--- config.mk ---
export PLATFORM = sky130hd
export DESIGN_NAME = jt49_bus_arb
export DESIGN_NICKNAME = d
export VERILOG_FILES = /design/src/rtl/jt49_bus_arb.sv
export SDC_FILE = /design/constraint.sdc
export NUM_CORES = 1
export LEC_CHECK = 0
export ABC_AREA = 1
export CORE_MARGIN = 8
export CORE_UTILIZATION = 40
export DETAILED_ROUTE_END_ITERATION = 16
export PLACE_DENSITY_LB_ADDON = 0.05
export SKIP_LAST_GASP = 1
export SLEW_MARGIN = 20
export SYNTH_ARGS = -nofsm -noshare
export SYNTH_HDL_FRONTEND = slang
export SYNTH_HIERARCHICAL = 1
export SYNTH_SLANG_ARGS = --single-unit
export TNS_END_PERCENT = 5
--- constraint.sdc ---
create_clock -name clk -period 2.45 [get_ports clk]
set_clock_uncertainty 0.05 [all_clocks]
set_input_delay 0.3675 -clock clk [delete_from_list [all_inputs] [get_ports clk]]
set_output_delay 0.3675 -clock clk [all_outputs]
set_load 0.02 [all_outputs]
--- src/rtl/jt49_bus_arb.sv ---
// jt49_bus_arb -- two-port access arbiter/sequencer for the jt49 PSG register bus.
//
// A CPU port (p0) and a music-sequencer port (p1) share one PSG addr/din/cs_n/wr_n
// interface. Each accepted access becomes a single registered one-cycle cs_n strobe.
// PSG read data is captured the cycle after the strobe and returned as a one-cycle
// rvalid pulse on the port that issued the read.
//
// Reads of the envelope-shape register (0xD) can be served from a shadow copy
// (SHADOW_R13=1): any chip-select access to 0xD restarts the envelope, so such a
// read must not touch the PSG at all.
//
// Parameters
//   GAP         idle cycles after every access before the next grant (0..15)
//   FIXED_PRIO  0 = round-robin on a tie, 1 = port 0 always wins a tie
//   SHADOW_R13  1 = reads of 0xD come from the shadow copy, 0 = pass through
//
// Ports
//   clk, rst_n                    clock (posedge), synchronous active-low reset
//   pX_valid/pX_ready             request handshake, ready is combinational
//   pX_wr/pX_addr/pX_din          request fields, held stable while valid
//   pX_rvalid/pX_rdata            one-cycle read response, no back-pressure
//   psg_cs_n/psg_wr_n             registered PSG strobes
//   psg_addr/psg_din              registered PSG address / write data
//   psg_dout                      PSG read data, valid the cycle after the strobe
//   busy                          high whenever the sequencer is not idle

// Per-port read response register: a one-cycle rvalid pulse and the held rdata.
module jt49_bus_arb_rsp (
  input  logic       clk,
  input  logic       rst_n,
  input  logic       load_i,
  input  logic [7:0] data_i,
  output logic       rvalid_o,
  output logic [7:0] rdata_o
);
  logic       rvalid_q;
  logic [7:0] rdata_q;

  always_ff @(posedge clk) begin
    if (!rst_n) begin
      rvalid_q <= 1'b0;
      rdata_q  <= 8'h00;
    end else begin
      rvalid_q <= load_i;
      if (load_i) rdata_q <= data_i;
    end
  end

  assign rvalid_o = rvalid_q;
  assign rdata_o  = rdata_q;
endmodule

module jt49_bus_arb #(
  parameter int GAP        = 0,
  parameter int FIXED_PRIO = 0,
  parameter int SHADOW_R13 = 1
) (
  input  logic       clk,
  input  logic       rst_n,
  // port 0
  input  logic       p0_valid,
  output logic       p0_ready,
  input  logic       p0_wr,
  input  logic [3:0] p0_addr,
  input  logic [7:0] p0_din,
  output logic       p0_rvalid,
  output logic [7:0] p0_rdata,
  // port 1
  input  logic       p1_valid,
  output logic       p1_ready,
  input  logic       p1_wr,
  input  logic [3:0] p1_addr,
  input  logic [7:0] p1_din,
  output logic       p1_rvalid,
  output logic [7:0] p1_rdata,
  // PSG side
  output logic       psg_cs_n,
  output logic       psg_wr_n,
  output logic [3:0] psg_addr,
  output logic [7:0] psg_din,
  input  logic [7:0] psg_dout,
  output logic       busy
);

  typedef struct packed {
    logic       wr;
    logic [3:0] addr;
    logic [7:0] din;
  } req_t;

  localparam logic [1:0] S_IDLE    = 2'd0;
  localparam logic [1:0] S_STROBE  = 2'd1;
  localparam logic [1:0] S_CAPTURE = 2'd2;
  localparam logic [1:0] S_GAP     = 2'd3;

  localparam logic [3:0] GAP_CYC = 4'(GAP);
  localparam logic [3:0] R13     = 4'hD;

  logic [1:0]      state_q, state_d;
  logic [3:0]      gap_q, gap_d;
  logic            last_q, last_d;    // port granted most recently (round-robin pointer)
  logic            own_q, own_d;      // port owning the access in flight
  req_t            req_q, req_d, req_in;
  logic [7:0]      shadow_q, shadow_d;
  logic            cs_n_q, cs_n_d;
  logic            wr_n_q, wr_n_d;
  logic [3:0]      addr_q, addr_d;
  logic [7:0]      din_q, din_d;

  logic [1:0]      vld, rdy;
  logic            gnt, accept, done;
  logic            in_shadow, req_shadow;
  logic [1:0]      rsp_load;
  logic [7:0]      rsp_data;
  logic [1:0]      rvalid;
  logic [1:0][7:0] rdata;

  // ---------------------------------------------------------------------------
  // Grant: pick a port among the valid ones; only meaningful in IDLE.
  // ---------------------------------------------------------------------------
  assign vld = {p1_valid, p0_valid};

  always_comb begin
    if (vld == 2'b11) gnt = (FIXED_PRIO != 0) ? 1'b0 : ~last_q;
    else              gnt = vld[1];
  end

  // Ready is held low during reset even though the state is already IDLE.
  assign rdy[0] = rst_n & (state_q == S_IDLE) & vld[0] & ~gnt;
  assign rdy[1] = rst_n & (state_q == S_IDLE) & vld[1] &  gnt;
  assign accept = |rdy;

  assign req_in = gnt ? {p1_wr, p1_addr, p1_din} : {p0_wr, p0_addr, p0_din};

  // A shadowed read never drives cs_n, so it has to be known at acceptance time.
  assign in_shadow  = (SHADOW_R13 != 0) && !req_in.wr && (req_in.addr == R13);
  assign req_shadow = (SHADOW_R13 != 0) && !req_q.wr  && (req_q.addr  == R13);

  // ---------------------------------------------------------------------------
  // Sequencer: IDLE -> STROBE -> [CAPTURE] -> [GAP] -> IDLE
  // ---------------------------------------------------------------------------
  always_comb begin
    state_d  = state_q;
    gap_d    = gap_q;
    last_d   = last_q;
    own_d    = own_q;
    req_d    = req_q;
    shadow_d = shadow_q;
    // cs_n and wr_n fall back to 1 every cycle; only acceptance pulls them low.
    cs_n_d   = 1'b1;
    wr_n_d   = 1'b1;
    addr_d   = addr_q;
    din_d    = din_q;
    rsp_load = 2'b00;
    rsp_data = psg_dout;
    done     = 1'b0;

    case (state_q)
      S_IDLE: begin
        if (accept) begin
          state_d = S_STROBE;
          req_d   = req_in;
          own_d   = gnt;
          last_d  = gnt;
          // Strobe outputs are registered here so cs_n is low during STROBE.
          if (!in_shadow) begin
            cs_n_d = 1'b0;
            wr_n_d = ~req_in.wr;
            addr_d = req_in.addr;
            din_d  = req_in.din;
          end
        end
      end

      S_STROBE: begin
        if (req_q.wr && (req_q.addr == R13)) shadow_d = req_q.din;
        if (req_shadow) begin
          rsp_load[own_q] = 1'b1;
          rsp_data        = {4'h0, shadow_q[3:0]};
          done            = 1'b1;
        end else if (!req_q.wr) begin
          state_d = S_CAPTURE;
        end else begin
          done = 1'b1;
        end
      end

      S_CAPTURE: begin
        // psg_dout is the PSG's registered response to last cycle's strobe.
        rsp_load[own_q] = 1'b1;
        rsp_data        = psg_dout;
        done            = 1'b1;
      end

      default: begin
        if (gap_q == 4'd0) state_d = S_IDLE;
        else               gap_d   = gap_q - 4'd1;
      end
    endcase

    // The counter is loaded with GAP-1 so the GAP state lasts exactly GAP cycles.
    if (done) begin
      if (GAP_CYC == 4'd0) begin
        state_d = S_IDLE;
      end else begin
        state_d = S_GAP;
        gap_d   = GAP_CYC - 4'd1;
      end
    end
  end

  always_ff @(posedge clk) begin
    if (!rst_n) begin
      state_q  <= S_IDLE;
      gap_q    <= 4'd0;
      last_q   <= 1'b1;   // port 0 wins the first tie
      own_q    <= 1'b0;
      req_q    <= '0;
      shadow_q <= 8'h00;
      cs_n_q   <= 1'b1;
      wr_n_q   <= 1'b1;
      addr_q   <= 4'h0;
      din_q    <= 8'h00;
    end else begin
      state_q  <= state_d;
      gap_q    <= gap_d;
      last_q   <= last_d;
      own_q    <= own_d;
      req_q    <= req_d;
      shadow_q <= shadow_d;
      cs_n_q   <= cs_n_d;
      wr_n_q   <= wr_n_d;
      addr_q   <= addr_d;
      din_q    <= din_d;
    end
  end

  // ---------------------------------------------------------------------------
  // Per-port response registers
  // ---------------------------------------------------------------------------
  for (genvar g = 0; g < 2; g++) begin : g_port
    jt49_bus_arb_rsp u_rsp (
      .clk      (clk),
      .rst_n    (rst_n),
      .load_i   (rsp_load[g]),
      .data_i   (rsp_data),
      .rvalid_o (rvalid[g]),
      .rdata_o  (rdata[g])
    );
  end

  assign p0_ready  = rdy[0];
  assign p1_ready  = rdy[1];
  assign p0_rvalid = rvalid[0];
  assign p1_rvalid = rvalid[1];
  assign p0_rdata  = rdata[0];
  assign p1_rdata  = rdata[1];

  assign psg_cs_n = cs_n_q;
  assign psg_wr_n = wr_n_q;
  assign psg_addr = addr_q;
  assign psg_din  = din_q;
  assign busy     = (state_q != S_IDLE);

endmodule

==> results of run 1 <==
[worst reg2reg max path, stage by stage (launching register included)]
cell and delay [ns]:
dfxtp_1 0.35, inv_1 0.11, ha_1 0.22, nand2_1 0.11
nor2_2 0.12, nor2_1 0.11, nor3_4 0.54, nand2_1 0.13
nand2_1 0.09, nor2_1 0.04
[kinds of logic after synthesis]
family                   count (synthesis)  share of synthesized area
multiplexers                             4                    0.01622
buffers and inverters                   59                     0.1064
AO/OA/AOI/OAI                           28                    0.05778
AND/OR/NAND/NOR                        208                     0.3593
flip-flops                              53                     0.4298
adder cells (fa/ha/maj)                  6                    0.03041
[layout by cell type (no fill, tap or decap), types with 3 or more instances in the layout]
cell type | netlist | layout
a21oi_1 | 9 | 9
buf_4 | 0 | 6
clkbuf_8 | 0 | 6
clkdlybuf4s50_1 | 0 | 71
dfxtp_1 | 53 | 53
ha_1 | 6 | 6
inv_1 | 43 | 43
mux2i_1 | 4 | 4
nand2_1 | 94 | 94
nand2_2 | 7 | 7
nand3_1 | 17 | 17
nand3b_1 | 6 | 6
nor2_1 | 70 | 70
nor2_2 | 7 | 7
nor3_1 | 5 | 3
o21ai_0 | 17 | 17
[power by group through the flow]
stage	combinational (W)	clock, W	sequential [W]
after floorplan	0.000561	0	0.00119
after global placement	0.00102	0	0.00110
after detailed placement	0.00103	0	0.00111
after CTS	0.00103	0.000632	0.00109
after global routing	0.00117	0.000660	0.00111
final	0.00104	0.000601	0.00109
[sequential cells by signal, indices dropped and copies added, names as in the netlist]
| register | flops |
|---|---|
| psg_din | 8 |
| psg_wr_n | 1 |
| last_q | 1 |
| own_q | 1 |
| req_q | 9 |
| g_port.u_rsp/rdata_o | 16 |
| psg_cs_n | 1 |
| state_q | 2 |
| g_port.u_rsp/rvalid_o | 2 |
| gap_q | 4 |
| psg_addr | 4 |
| shadow_q | 4 |
[through the flow]
stage / setup slack, ns / total power, W
after floorplan: 0.6807 / 0.001753
after global placement: 0.1376 / 0.002123
after detailed placement: 0.1190 / 0.002134
after CTS: 0.1508 / 0.002754
after global routing: 0.06179 / 0.002933
final: 0.1904 / 0.002724
[final timing paths]
| path | start | endpoint | slack, ns | cells past startpoint |
|---|---|---|---|---|
| max | state_q[0]$_SDFFE_PP0P_ | p1_ready | 0.19 | 5 |
| min | psg_addr[1]$_SDFFE_PN0P_ | psg_addr[1]$_SDFFE_PN0P_ | 0.42 | 2 |
| min reg2reg | psg_addr[1]$_SDFFE_PN0P_ | psg_addr[1]$_SDFFE_PN0P_ | 0.42 | 2 |
| max reg2reg | state_q[1]$_SDFFE_PP0P_ | g_port[1].u_rsp/rdata_o[7]$_SDFFE_PN0P_ | 0.49 | 9 |
[Yosys cell counts]
| cell type | number | area, um2 |
|---|---|---|
| nand2_1 | 94 | 352.8 |
| nor2_1 | 70 | 262.8 |
| dfxtp_1 | 53 | 1061 |
| inv_1 | 43 | 161.4 |
| nand3_1 | 17 | 85.08 |
| o21ai_0 | 17 | 85.08 |
| a21oi_1 | 9 | 45.04 |
| buf_2 | 7 | 35.03 |
| nand2_2 | 7 | 43.79 |
| nor2_2 | 7 | 43.79 |
| ha_1 | 6 | 75.07 |
| nand3b_1 | 6 | 45.04 |
| nor3_1 | 5 | 25.02 |
| buf_6 | 4 | 45.04 |
| mux2i_1 | 4 | 40.04 |
| inv_2 | 2 | 7.510 |
| a211oi_1 | 1 | 7.510 |
| buf_1 | 1 | 3.750 |
| clkbuf_1 | 1 | 3.750 |
| inv_4 | 1 | 6.260 |
| nand2_4 | 1 | 11.26 |
| nand3_4 | 1 | 17.52 |
| o21ai_1 | 1 | 5.000 |
[area by class of cell]
class / count / area share
Clock inverter: 1 / 0.008889
Sequential cell: 53 / 0.3141
Inverter: 46 / 0.05185
Tap cell: 75 / 0.02778
Multi-Input combinational cell: 246 / 0.3456
Timing Repair Buffer: 78 / 0.2263
Clock buffer: 7 / 0.02556
[routing by layer]
metal  vias to the layer above  GRT usage  share of wire
li1                       1225          -              -
met1                       990     0.1577           0.45
met2                        57     0.2375           0.47
met3                         6    0.04365          0.073
met4                         0    0.04941          0.012
met5                         -          0              0
==> impl_metrics.env, run 1 <==
export IMPL_multi_input_area_um2=1167
export IMPL_syn_cell_area_um2=2469
export IMPL_worstMarginPinSlew_ns=0.6738
export IMPL_ys_warn_count=6
export IMPL_fin_area_um2=3378
export IMPL_drt_pre_antenna_iters=4
export IMPL_cts_root_buf="clkbuf_8"
export IMPL_synth_seq_cells=53
export IMPL_crit_type="flop to output port"
export IMPL_layout_drive_gt1_share=0.07889
export IMPL_layout_worst_path_cycle_share=0.9223
export IMPL_regArea_um2=1061
export IMPL_rsz0062_at_grt="no"
export IMPL_setup_tns_ns=0
export IMPL_areaGrowthSynthToFinish_pct=36.85
export IMPL_clkTransAtPathRegs_ns=0.09
export IMPL_status="completed"
export IMPL_cts_sinks=53
export IMPL_clk_latency_ns=0.30
export IMPL_vias=2278
export IMPL_crit_slowest_cell="clkdlybuf4s50_1"
export IMPL_worstPathRequired_ns=2.03
export IMPL_num_fill_cells=616
export IMPL_grt_max_degree=45
export IMPL_hold_viol=0
export IMPL_cts_htree_levels=2
export IMPL_cts_setup_buffers=0
export IMPL_vias_per_cell=4.502
export IMPL_hold_ws_ns=0.4158
export IMPL_wl_per_cell_um=11.51
export IMPL_grt_util_all_layers=0.1383
export IMPL_gp_congestion=0.7860
export IMPL_slew_headroom=0.5493
export IMPL_initial_utilization=0.4145
export IMPL_antenna_diode_count=0
export IMPL_internal_power_w=0.001778
export IMPL_synth_cells=358
export IMPL_arrival_ns=1.84
export IMPL_maxCapViolCount=0
export IMPL_powerDensity_nw_per_um2=806.4
export IMPL_crit_path_cell_trace="inv_1 > ha_1 > nand2_1 > nor2_1 > clkdlybuf4s50_1"
export IMPL_avgSynthCellArea_um2=6.896
export IMPL_routed_wl_mm=5.824
export IMPL_die_h_um=94.56
export IMPL_pwr_share_seq=0.399
export IMPL_grt_pass1_wl_mm=10.04
export IMPL_core_um2=5956
export IMPL_min_period_ns=2.260
export IMPL_port_buffers=72
export IMPL_dr_first_iter_drc_count=107
export IMPL_first_global_vias=2309
export IMPL_synth_cell_types=23
export IMPL_worstPathMaxFanout=4
export IMPL_p_sw_w=0.0009467
export IMPL_postCtsHoldBufs=0
export IMPL_tritoncts_num_buffers=5
export IMPL_cpPeakStageDelay_ns=0.61
export IMPL_cp_end_kind="output port"
export IMPL_post_place_cells=498
export IMPL_power_leakage_nw=1.567
export IMPL_syn_nets=402
export IMPL_hold_path_class="flop to flop"
export IMPL_p_comb_frac=0.381
export IMPL_grt_overflow=0
export IMPL_critPathBufInv=2
export IMPL_clock_power_share=0.220
export IMPL_slew_violations=0
export IMPL_antenna_found_initial=0
export IMPL_die_x_um=94.56
export IMPL_ys_seq_area_frac=0.4298
export IMPL_swShare=0.3475
export IMPL_clk_path_buf_depth=2
export IMPL_fmax_mhz=442.6
export IMPL_finish_utilization=0.5672
export IMPL_nets=474
export IMPL_irDropWorstVdd_v=0.0003692
export IMPL_row_count=28
export IMPL_ant_nets=0
export IMPL_hpwlAfterDp_mm=4.419
export IMPL_io_pins=73
export IMPL_crit_path_start_kind="flop"
export IMPL_placed_area_um2=3251
export IMPL_cts_resized=1
export IMPL_cp_top_family="buffers and inverters"
export IMPL_drcViolationCount=0
export IMPL_cts_tree="yes"
export IMPL_setup_viol=0
export IMPL_fin_cells=506
export IMPL_dieArea_um2=8942
Power figures use the tool's default switching activity.
==> run 2: changes to the inputs <==
- GPL_ROUTABILITY_DRIVEN: not set -> 0
==> results of run 2 <==
The final DEF is identical to that of run 1; final timing and power are the same.
